### src/rtl/lsu_mem_master_pkg.sv
// Shared types for the load/store memory master: access size codes,
// FSM state encodings, RAM write-enable polarity and the alignment rule.
// Imported by the interface user, the lane aligner and the top.
package lsu_mem_master_pkg;

   localparam int ADDR_WIDTH = 32;
   localparam int DATA_WIDTH = 32;

   // RAM write enable is active-high
   localparam logic WRITE_ENABLE  = 1'b1;
   localparam logic WRITE_DISABLE = ~WRITE_ENABLE;

   localparam logic [DATA_WIDTH-1:0] ZERO = '0;

   // Access size as carried on req_size_i
   typedef enum logic [1:0] {
      SIZE_B = 2'b00,
      SIZE_H = 2'b01,
      SIZE_W = 2'b10,
      SIZE_X = 2'b11
   } size_e;

   // One request outstanding: IDLE accepts, RESP holds the answer
   typedef enum logic [2:0] {
      IDLE   = 3'd0,
      LOAD   = 3'd1,
      RMW_RD = 3'd2,
      WRITE  = 3'd3,
      RESP   = 3'd4
   } state_e;

   // Illegal size, or a half/word whose low address bits break natural alignment
   function automatic logic size_misaligned(size_e size, logic [1:0] lsb);
      logic bad;
      bad = 1'b0;
      case (size)
         SIZE_B:  bad = 1'b0;
         SIZE_H:  bad = lsb[0];
         SIZE_W:  bad = (lsb != 2'b00);
         default: bad = 1'b1;
      endcase
      return bad;
   endfunction

endpackage

### src/rtl/lsu_mem_master_if.sv
// Core request/response channel plus the word RAM port of the LSU.
// master: the LSU side; slave: the core + RAM side driving the inputs.
// Signal names keep their LSU-relative _i/_o affixes for traceability.
interface lsu_mem_master_if #(
   parameter int ADDR_WIDTH = 32,
   parameter int DATA_WIDTH = 32
);
   // core request channel
   logic                  req_valid_i;
   logic                  req_ready_o;
   logic                  req_we_i;
   logic [1:0]            req_size_i;
   logic                  req_unsigned_i;
   logic [ADDR_WIDTH-1:0] req_addr_i;
   logic [DATA_WIDTH-1:0] req_wdata_i;

   // core response channel
   logic                  rsp_valid_o;
   logic                  rsp_ready_i;
   logic [DATA_WIDTH-1:0] rsp_rdata_o;
   logic                  rsp_err_o;

   // word-organised RAM port, read data combinational from the address
   logic                  mem_we_o;
   logic [ADDR_WIDTH-1:0] mem_addr_o;
   logic [DATA_WIDTH-1:0] mem_wdata_o;
   logic [DATA_WIDTH-1:0] mem_rdata_i;

   modport master (
      input  req_valid_i, req_we_i, req_size_i, req_unsigned_i, req_addr_i, req_wdata_i,
      output req_ready_o,
      output rsp_valid_o, rsp_rdata_o, rsp_err_o,
      input  rsp_ready_i,
      output mem_we_o, mem_addr_o, mem_wdata_o,
      input  mem_rdata_i
   );

   modport slave (
      output req_valid_i, req_we_i, req_size_i, req_unsigned_i, req_addr_i, req_wdata_i,
      input  req_ready_o,
      input  rsp_valid_o, rsp_rdata_o, rsp_err_o,
      output rsp_ready_i,
      input  mem_we_o, mem_addr_o, mem_wdata_o,
      output mem_rdata_i
   );

endinterface

### src/rtl/lsu_mem_master_lane_align.sv
// Byte-lane helper: store merge into a RAM word, load extract with sign/zero
// extension, and the request alignment check. Purely combinational.
// Lanes are little-endian: byte lane = addr[1:0], half lane = addr[1].
module lsu_lane_align
   import lsu_mem_master_pkg::*;
(
   // alignment check on the incoming request
   input  size_e       chk_size,
   input  logic [1:0]  chk_lsb,
   output logic        misaligned,
   // merge/extract on the latched request
   input  size_e       size,
   input  logic [1:0]  lane,
   input  logic        unsgn,
   input  logic [31:0] store_data,
   input  logic [31:0] mem_word,
   output logic [31:0] merged,
   output logic [31:0] load_data
);

   logic [7:0]  byte_sel;
   logic [15:0] half_sel;
   logic        fill;

   assign misaligned = size_misaligned(chk_size, chk_lsb);

   // Replace only the addressed lane(s) of the RAM word; a word store takes the data whole
   always_comb begin
      merged = mem_word;
      case (size)
         SIZE_B: begin
            case (lane)
               2'd0:    merged[7:0]   = store_data[7:0];
               2'd1:    merged[15:8]  = store_data[7:0];
               2'd2:    merged[23:16] = store_data[7:0];
               default: merged[31:24] = store_data[7:0];
            endcase
         end
         SIZE_H: begin
            if (lane[1]) merged[31:16] = store_data[15:0];
            else         merged[15:0]  = store_data[15:0];
         end
         default: merged = store_data;
      endcase
   end

   // Pick the addressed lane and extend it; unsigned has no effect on words
   always_comb begin
      byte_sel  = mem_word[{lane, 3'b000} +: 8];
      half_sel  = lane[1] ? mem_word[31:16] : mem_word[15:0];
      fill      = 1'b0;
      load_data = mem_word;
      case (size)
         SIZE_B: begin
            fill      = ~unsgn & byte_sel[7];
            load_data = {{24{fill}}, byte_sel};
         end
         SIZE_H: begin
            fill      = ~unsgn & half_sel[15];
            load_data = {{16{fill}}, half_sel};
         end
         default: load_data = mem_word;
      endcase
   end

endmodule

### src/rtl/lsu_mem_master.sv
// Load/store initiator for a word-wide RAM; sub-word stores done as read-modify-write.
// Latency from acceptance: error 1, load 2, word store 2, sub-word store 3 cycles.
// One request outstanding: req_ready_o low until the response is taken (rsp_ready_i).
module lsu_mem_master
   import lsu_mem_master_pkg::*;
#(
   parameter int ADDR_WIDTH = 32,
   parameter int DATA_WIDTH = 32
) (
   input  logic              clk_i,
   input  logic              rst_ni,
   lsu_mem_master_if.master  bus
);

   state_e                state;

   // latched request
   logic                  lat_we;
   size_e                 lat_size;
   logic                  lat_unsigned;
   logic [ADDR_WIDTH-1:0] lat_addr;
   logic [DATA_WIDTH-1:0] lat_wdata;

   // registered outputs
   logic                  req_ready;
   logic                  rsp_valid;
   logic [DATA_WIDTH-1:0] rsp_rdata;
   logic                  rsp_err;
   logic                  mem_we;
   logic [ADDR_WIDTH-1:0] mem_addr;
   logic [DATA_WIDTH-1:0] mem_wdata;

   // lane helper results
   logic                  req_misaligned;
   logic [DATA_WIDTH-1:0] merged;
   logic [DATA_WIDTH-1:0] load_data;

   logic                  accept;
   size_e                 req_size;

   assign req_size = size_e'(bus.req_size_i);
   assign accept   = bus.req_valid_i & req_ready;

   lsu_lane_align u_lane_align (
      .chk_size   (req_size),
      .chk_lsb    (bus.req_addr_i[1:0]),
      .misaligned (req_misaligned),
      .size       (lat_size),
      .lane       (lat_addr[1:0]),
      .unsgn      (lat_unsigned),
      .store_data (lat_wdata),
      .mem_word   (bus.mem_rdata_i),
      .merged     (merged),
      .load_data  (load_data)
   );

   // Request FSM: accept, access RAM, hold the response until the core takes it
   always_ff @(posedge clk_i or negedge rst_ni) begin
      if (!rst_ni) begin
         state        <= IDLE;
         lat_we       <= 1'b0;
         lat_size     <= SIZE_B;
         lat_unsigned <= 1'b0;
         lat_addr     <= '0;
         lat_wdata    <= '0;
         req_ready    <= 1'b0;
         rsp_valid    <= 1'b0;
         rsp_rdata    <= '0;
         rsp_err      <= 1'b0;
         mem_we       <= WRITE_DISABLE;
         mem_addr     <= '0;
         mem_wdata    <= '0;
      end else begin
         // the write strobe is only ever a single-cycle pulse
         mem_we <= WRITE_DISABLE;
         case (state)
            IDLE: begin
               req_ready <= 1'b1;
               if (accept) begin
                  lat_we       <= bus.req_we_i;
                  lat_size     <= req_size;
                  lat_unsigned <= bus.req_unsigned_i;
                  lat_addr     <= bus.req_addr_i;
                  lat_wdata    <= bus.req_wdata_i;
                  req_ready    <= 1'b0;
                  if (req_misaligned) begin
                     // answer straight away, RAM port left untouched
                     rsp_valid <= 1'b1;
                     rsp_err   <= 1'b1;
                     rsp_rdata <= ZERO;
                     state     <= RESP;
                  end else if (!bus.req_we_i) begin
                     mem_addr <= bus.req_addr_i;
                     state    <= LOAD;
                  end else if (req_size == SIZE_W) begin
                     mem_addr  <= bus.req_addr_i;
                     mem_wdata <= bus.req_wdata_i;
                     mem_we    <= WRITE_ENABLE;
                     state     <= WRITE;
                  end else begin
                     mem_addr <= bus.req_addr_i;
                     state    <= RMW_RD;
                  end
               end
            end
            LOAD, WRITE: begin
               // LOAD samples the RAM word here; WRITE has just committed
               rsp_valid <= 1'b1;
               rsp_err   <= 1'b0;
               rsp_rdata <= lat_we ? ZERO : load_data;
               state     <= RESP;
            end
            RMW_RD: begin
               // old word is on mem_rdata_i now; the write goes out next cycle
               mem_wdata <= merged;
               mem_we    <= WRITE_ENABLE;
               state     <= WRITE;
            end
            RESP: begin
               if (bus.rsp_ready_i) begin
                  rsp_valid <= 1'b0;
                  rsp_err   <= 1'b0;
                  rsp_rdata <= ZERO;
                  req_ready <= 1'b1;
                  state     <= IDLE;
               end
            end
            default: begin
               req_ready <= 1'b0;
               rsp_valid <= 1'b0;
               state     <= IDLE;
            end
         endcase
      end
   end

   assign bus.req_ready_o = req_ready;
   assign bus.rsp_valid_o = rsp_valid;
   assign bus.rsp_rdata_o = rsp_rdata;
   assign bus.rsp_err_o   = rsp_err;
   assign bus.mem_we_o    = mem_we;
   assign bus.mem_addr_o  = mem_addr;
   assign bus.mem_wdata_o = mem_wdata;

endmodule

### src/flat_wrapper.sv
// flat-port wrapper written by rule: the top's interface ports become plain ports
module lsu_mem_master_flat import lsu_mem_master_pkg::*;
#(
   parameter int ADDR_WIDTH = 32,
   parameter int DATA_WIDTH = 32
)
  (clk_i, rst_ni, bus_req_valid_i, bus_req_we_i, bus_req_size_i, bus_req_unsigned_i, bus_req_addr_i, bus_req_wdata_i, bus_req_ready_o, bus_rsp_valid_o, bus_rsp_rdata_o, bus_rsp_err_o, bus_rsp_ready_i, bus_mem_we_o, bus_mem_addr_o, bus_mem_wdata_o, bus_mem_rdata_i);
  lsu_mem_master_if #(.ADDR_WIDTH(ADDR_WIDTH), .DATA_WIDTH(DATA_WIDTH)) bus_i ();
  input  logic clk_i;
  input  logic rst_ni;
  input wire logic [$bits(bus_i.req_valid_i)-1:0] bus_req_valid_i;
  input wire logic [$bits(bus_i.req_we_i)-1:0] bus_req_we_i;
  input wire logic [$bits(bus_i.req_size_i)-1:0] bus_req_size_i;
  input wire logic [$bits(bus_i.req_unsigned_i)-1:0] bus_req_unsigned_i;
  input wire logic [$bits(bus_i.req_addr_i)-1:0] bus_req_addr_i;
  input wire logic [$bits(bus_i.req_wdata_i)-1:0] bus_req_wdata_i;
  output wire logic [$bits(bus_i.req_ready_o)-1:0] bus_req_ready_o;
  output wire logic [$bits(bus_i.rsp_valid_o)-1:0] bus_rsp_valid_o;
  output wire logic [$bits(bus_i.rsp_rdata_o)-1:0] bus_rsp_rdata_o;
  output wire logic [$bits(bus_i.rsp_err_o)-1:0] bus_rsp_err_o;
  input wire logic [$bits(bus_i.rsp_ready_i)-1:0] bus_rsp_ready_i;
  output wire logic [$bits(bus_i.mem_we_o)-1:0] bus_mem_we_o;
  output wire logic [$bits(bus_i.mem_addr_o)-1:0] bus_mem_addr_o;
  output wire logic [$bits(bus_i.mem_wdata_o)-1:0] bus_mem_wdata_o;
  input wire logic [$bits(bus_i.mem_rdata_i)-1:0] bus_mem_rdata_i;
  assign bus_i.req_valid_i = bus_req_valid_i;
  assign bus_i.req_we_i = bus_req_we_i;
  assign bus_i.req_size_i = bus_req_size_i;
  assign bus_i.req_unsigned_i = bus_req_unsigned_i;
  assign bus_i.req_addr_i = bus_req_addr_i;
  assign bus_i.req_wdata_i = bus_req_wdata_i;
  assign bus_req_ready_o = bus_i.req_ready_o;
  assign bus_rsp_valid_o = bus_i.rsp_valid_o;
  assign bus_rsp_rdata_o = bus_i.rsp_rdata_o;
  assign bus_rsp_err_o = bus_i.rsp_err_o;
  assign bus_i.rsp_ready_i = bus_rsp_ready_i;
  assign bus_mem_we_o = bus_i.mem_we_o;
  assign bus_mem_addr_o = bus_i.mem_addr_o;
  assign bus_mem_wdata_o = bus_i.mem_wdata_o;
  assign bus_i.mem_rdata_i = bus_mem_rdata_i;
  lsu_mem_master #(.ADDR_WIDTH(ADDR_WIDTH), .DATA_WIDTH(DATA_WIDTH)) u_core (.clk_i(clk_i), .rst_ni(rst_ni), .bus(bus_i));
endmodule
### config.mk
export PLATFORM = sky130hd
export DESIGN_NAME = lsu_mem_master_flat
export DESIGN_NICKNAME = d
export VERILOG_FILES = /design/src/rtl/lsu_mem_master_pkg.sv /design/src/rtl/lsu_mem_master_if.sv /design/src/rtl/lsu_mem_master_lane_align.sv /design/src/rtl/lsu_mem_master.sv /design/src/flat_wrapper.sv
export SDC_FILE = /design/constraint.sdc
export NUM_CORES = 1
export LEC_CHECK = 0
export ABC_AREA = 1
export CAP_MARGIN = 40
export CORE_ASPECT_RATIO = 0.9
export CORE_MARGIN = 3
export CORE_UTILIZATION = 35
export CTS_CLUSTER_DIAMETER = 50
export DETAILED_ROUTE_END_ITERATION = 6
export DONT_BUFFER_PORTS = 1
export GPL_ROUTABILITY_DRIVEN = 1
export PLACE_DENSITY = 0.61
export SLEW_MARGIN = 10
export SYNTH_ARGS = -nofsm -noshare
export SYNTH_HDL_FRONTEND = slang
export SYNTH_SLANG_ARGS = --single-unit
### constraint.sdc
create_clock -name clk_i -period 1.3 [get_ports clk_i]
set_input_delay 0.39 -clock clk_i [delete_from_list [all_inputs] [get_ports clk_i]]
set_output_delay 0.39 -clock clk_i [all_outputs]
set_load 0.01 [all_outputs]
# Word-level counts from Yosys, hierarchy flattened
# Cells that the tools add are included.
# classes
n_eq_ne,15
n_shift,1
muxes,39
bitwise,7
reduce_logical,17
# op_table
op,n
two-way mux 32 bit,8
one-hot mux 32 bit (2 select lines),3
one-hot mux 32 bit (3 select lines),1
two-way mux 16 bit,3
two-way mux 8 bit,4
variable part select 32 x 6 -> 8 bit,1
two-way mux 3 bit,4
one-hot mux 3 bit (4 select lines),1
two-way mux 1 bit,10
one-hot mux 1 bit (3 select lines),3
AND reduction 4 bit,2
== test 2 x 1 -> 1 bit (second input constant),3
== test 3 x 2 -> 1 bit (second input constant),2
logical NOT 2 bit,3
!= test 2 x 1 -> 1 bit (second input constant),3
!= test 2 bit (second input constant),3
AND reduction 2 bit,3
OR reduction 3 bit,2
AND reduction 5 bit,1
== test 2 bit (second input constant),2
NOT 1 bit,4
one-hot mux 1 bit (4 select lines),1
nonzero test 2 bit,2
bitwise AND 1 bit,3
7 further kinds,7
# totals
reg_bits,141
in_bits,104
out_inout_bits,100
elab_cells,92

# Logic depth before layout (Yosys ltp)
# depth
ltp_word,6
mapped_depth,10
ltp_nobuf,9

# Modules after synthesis
# Synthesis repeated with hierarchy kept, for this count alone.
# unflattened
cells_unflattened,1000
area_unflattened_um2,7378.3
# modules_own_cells
mod,instances,cells_each,area_per_inst_um2,seq_area_each_um2
lsu_mem_master,1,705,5950.7,3528.4
lsu_lane_align,1,295,1427.6,0.0

# Least setup slack after synthesis
# OpenSTA, ideal clock, no wires.
# synth_path
kind,reg2reg
start,reg u_core.state[0]
end,reg u_core.mem_addr[17] (netlist: u_core.bus.mem_addr_o[17])
setup_time_ns,0.123
arrival_time_ns,1.277
required_ns,1.177
setup_slack_ns,-0.100
stages_incl_launch_ff,9
path_buffers,2
synth_period_minus_slack_ns,1.400
cell_sequence,dfrtp_1 inv_2 nand2_4 nor2_8 nand3_4 buf_6 buf_6 o21ai_0 nand2_1
# synth_via
elab_chain_cells,2
# synth_lines
item,line,source
"start, declared",lsu_mem_master.sv:15,state_e state;
"start signal, assigned",lsu_mem_master.sv:60,state <= IDLE;
"start signal, assigned",lsu_mem_master.sv:91,state <= RESP;
"start signal, assigned",lsu_mem_master.sv:94,state <= LOAD;
logical NOT 3 bit,lsu_mem_master.sv:76,case (state)
AND reduction 3 bit (no source line),n/a,
"end signal, assigned",lsu_mem_master.sv:93,mem_addr <= bus.req_addr_i;
"end signal, assigned",lsu_mem_master.sv:96,mem_addr <= bus.req_addr_i;
"end signal, assigned",lsu_mem_master.sv:101,mem_addr <= bus.req_addr_i;
"end, declared",lsu_mem_master.sv:30,logic [ADDR_WIDTH-1:0] mem_addr;
# No other way between the ends.
# A chain may end at the register's enable or synchronous reset.

# Worst setup path after layout
# layout_path
start,reg u_core.state[0]
end,reg u_core.mem_wdata[18] (netlist: u_core.bus.mem_wdata_o[18])
# layout_via
elab_chain_cells,3
word_cells_on_any_way,9
classes_between,eq/ne (5); mux (1); reduce/logical (3)
# layout_lines
item,line,source
logical NOT 3 bit / == test 3 x 2 -> 1 bit (equally long branches),lsu_mem_master.sv:76,
!= test 2 bit (no source line) (tied with other cells),n/a,
AND reduction 5 bit (no source line),n/a,
"end signal, assigned",lsu_mem_master.sv:97,mem_wdata <= bus.req_wdata_i;
"end signal, assigned",lsu_mem_master.sv:115,mem_wdata <= merged;
"end, declared",lsu_mem_master.sv:31,logic [DATA_WIDTH-1:0] mem_wdata;
# Parallel ways exist; a longest one is shown, timed or not.

==> reports/metrics.yaml <==
synth:
  synth_top_area_cell: "dfrtp_1"
  ys_top_cells_by_area: "dfrtp_1 45%, nand2_1 23%, nand3_1 6.4%, o21ai_0 5.9%, inv_1 4.0%"
  yosysWarnings: 0
  syn-cell-area_um2: 7772
  synth_top_area_share: 0.4540
  ys_ff_latch: 141
  synth_common_cells: "482 x nand2_1, 141 x dfrtp_1, 100 x nand3_1"
  synth_cell_type_count: 31
  syn_area_per_cell_um2: 7.111
  ys_seq_area_frac: 0.4540
  synth-main-ff-cell: "dfrtp_1"
  synth_fp_nets: 1197
  async_reset_ff_frac: 1.000
  synth_edf_count: 0
  postSynthCellCount: 1093
  yosysMostFrequentCell: "nand2_1"
placed_design:
  placed_area_um2: 8793
  dp_hpwl_um: 19990
  place_inst: 1425
  port_buffers: 0
  gp_congestion: 0.9903
pwr:
  swShare: 0.4541
  p_int_mw: 14.96
  power_leakage_nw: 5.506
  net-switching-power_mw: 12.44
  total_power_mw: 27.40
  comb_power_share: 0.495
  p_per_area_nw_per_um2: 2552
  seq_power_share: 0.323
  ir_drop_uv: 1237
  clockPowerShare: 0.182
drt:
  via_count: 7868
  vias_per_cell: 5.273
  wl_met1_um: 12730
  ant_nets: 0
  dr.pass1.iters: 5
  wl_per_cell_um: 19.57
  maxUsedRoutingLayer: "met4"
  routed_wl_um: 29200
  wl_met2_um: 13060
  dr.first_iter.drc_count: 806
  wl_met3_um: 2986
  route.detailed.drc: 0
timing:
  fmax_mhz: 637.2
  tightest_slew_ns: 0.3701
  timing.final.ws_setup_ns: -0.2694
  hold_violations: 141
  slew_headroom: 0.7533
  setup_violations: 140
  fin_crit_sh: 1.207
  timing.hold.ws_ns: -0.3469
  skew_ns: 0.01169
  rsz0062_at_grt: "yes"
  period_needed_ns: 1.569
  drv_slew: 0
clock_network:
  cts-buffers-inserted: 17
  cts_buffer_depth: 2
  clkLatencyLatePin_ns: 0.44
  path_clk_slew_ns: 0.07
  cts.sinks: 141
  cts_root_buf: "clkbuf_16"
  htree_levels: 4
  cts_tree: "yes"
critical_path:
  critPathLaunchType: "flip-flop"
  r2r_cells: 10
  regToRegStartpoint: "u_core.state[0]"
  cp_data_required_time_ns: 1.67
  end_kind: "flip-flop"
  crit_arrival_ns: 1.94
  critical_path_class: "reg -> reg"
  crit_start: "u_core.state[0]"
  path_max_fanout: 7
layout:
  fillerInstances: 2094
  fin_nets: 1292
  drive_above_1_share: 0.2981
  n_antenna_cell: 0
  syn2layout_area_growth_pct: 38.14
  postLayoutCellArea_um2: 10740
  fin_cells: 1492
hold_path:
  hold_class: "in -> async"
grt:
  grt_pass1_wl_um: 41120
  antenna_found_initial: 0
  overflow: 0
  grt_max_degree: 142
  first_global_vias: 7147
  grt_usage: 0.2197
floorplanning:
  ios: 204
  core-area_um2: 21760
  dieHeight_um: 147.4
  rows: 51
  start_util: 0.3572
  die_x_um: 163.1
  die_area_um2: 24030
outcome:
  violations: "hold timing, setup timing"
  status: "complete, but fails checks"
flow_run:
  drv_cap: 0
==> layout by cell type, fill, tap and decap left out, types with 10 or more instances in the layout <==
| cell | count |
|---|---|
| a21boi_0 | 10 |
| a21oi_1 | 31 |
| buf_12 | 20 |
| buf_4 | 84 |
| buf_6 | 21 |
| clkbuf_16 | 27 |
| dfrtp_1 | 137 |
| inv_1 | 83 |
| nand2_1 | 409 |
| nand2_2 | 51 |
| nand2_4 | 25 |
| nand3_1 | 66 |
| nand3_2 | 32 |
| nand4_1 | 10 |
| nor2_1 | 24 |
| o21ai_0 | 22 |
| o21ai_1 | 35 |
| o21ai_2 | 36 |
==> per-stage QoR <==
step	hold slack (ns)	setup TNS (ns)	util	setup slack, ns
after floorplan	0.09441	-3.221	-	-0.09802
after global placement	0.1025	-21.96	0.4041	-0.2165
after global routing	-0.3621	-34.76	0.4934	-0.3152
final	-0.3469	-24.56	0.4934	-0.2694
after detailed placement	0.1037	-23.35	0.4041	-0.2378
after CTS	-0.3584	-22.78	0.4399	-0.2033
==> flip-flops by register name (all words and copies together), names as in the netlist, 2 cells and up <==
signal,count
u_core.bus.mem_addr_o,32
u_core.bus.mem_wdata_o,32
u_core.bus.rsp_rdata_o,32
u_core.lat_wdata,32
u_core.state,3
u_core.lat_addr,2
u_core.lat_size,2
==> logic make-up (layout without fill, tap and decap cells) <==
family,Yosys count,in the layout,synth area share
DFF,141,141,0.4540
buffers and inverters,152,260,0.09031
and+or+nand+nor,636,636,0.3397
AOI/OAI and AO/OA,164,164,0.1161
==> metal layers <==
metal | up-vias | GRT usage
li1 | 3684 | -
met3 | 38 | 0.07481
met5 | - | 0
met2 | 364 | 0.3300
met1 | 3782 | 0.3084
met4 | 0 | 0.04905
==> repair_timing <==
item,CTS,global route
cloned,0,15
setup buffers,6,15
pin swaps,7,29
endpoints found under the setup margin,140,142
gates resized for setup,33,256
endpoints found under the hold margin,141,141
==> layout make-up <==
cell class                      instances  area, µm²  share of cell area
Timing Repair Buffer                  138       1575              0.1467
Multi-Input combinational cell        800       4302              0.4007
Clock inverter                         15      191.4             0.01783
Inverter                               90      345.3             0.03216
Tap cell                              291      364.1             0.03391
Sequential cell                       141       3533              0.3291
Clock buffer                           17      425.4             0.03962
==> power groups by stage <==
stage / clock (mW) / combinational (mW) / sequential [mW]
2_1_floorplan: 0 / 6.80 / 8.08
3_3_place_gp: 0 / 10.2 / 8.68
3_5_place_dp: 0 / 10.4 / 8.69
4_1_cts: 5.08 / 10.9 / 8.66
5_1_grt: 5.28 / 14.8 / 9.12
6_report: 4.99 / 13.6 / 8.85
==> worst max-delay path, cell delays in order, from the launching register on <==
cell and delay (ns):
dfrtp_1 0.43, nor2_4 0.15, buf_6 0.12, nand2_2 0.05, nand2_2 0.09, nand2_2 0.07, a21oi_4 0.13, buf_12 0.15
clkbuf_16 0.18, nand3_2 0.07, nand2_1 0.08
==> worst paths after layout <==
kind                                               to  slack [ns]
setup / recovery           u_core.bus.mem_wdata_o[18]       -0.27
hold / removal             u_core.bus.rsp_rdata_o[16]       -0.35
setup reg to reg           u_core.bus.mem_wdata_o[18]       -0.27
hold reg to reg                  u_core.lat_wdata[26]        0.49
max in group asynchronous         u_core.lat_wdata[3]        1.30
min in group clk_i           u_core.bus.mem_addr_o[4]        0.05
(Power assumes the default switching activity.)
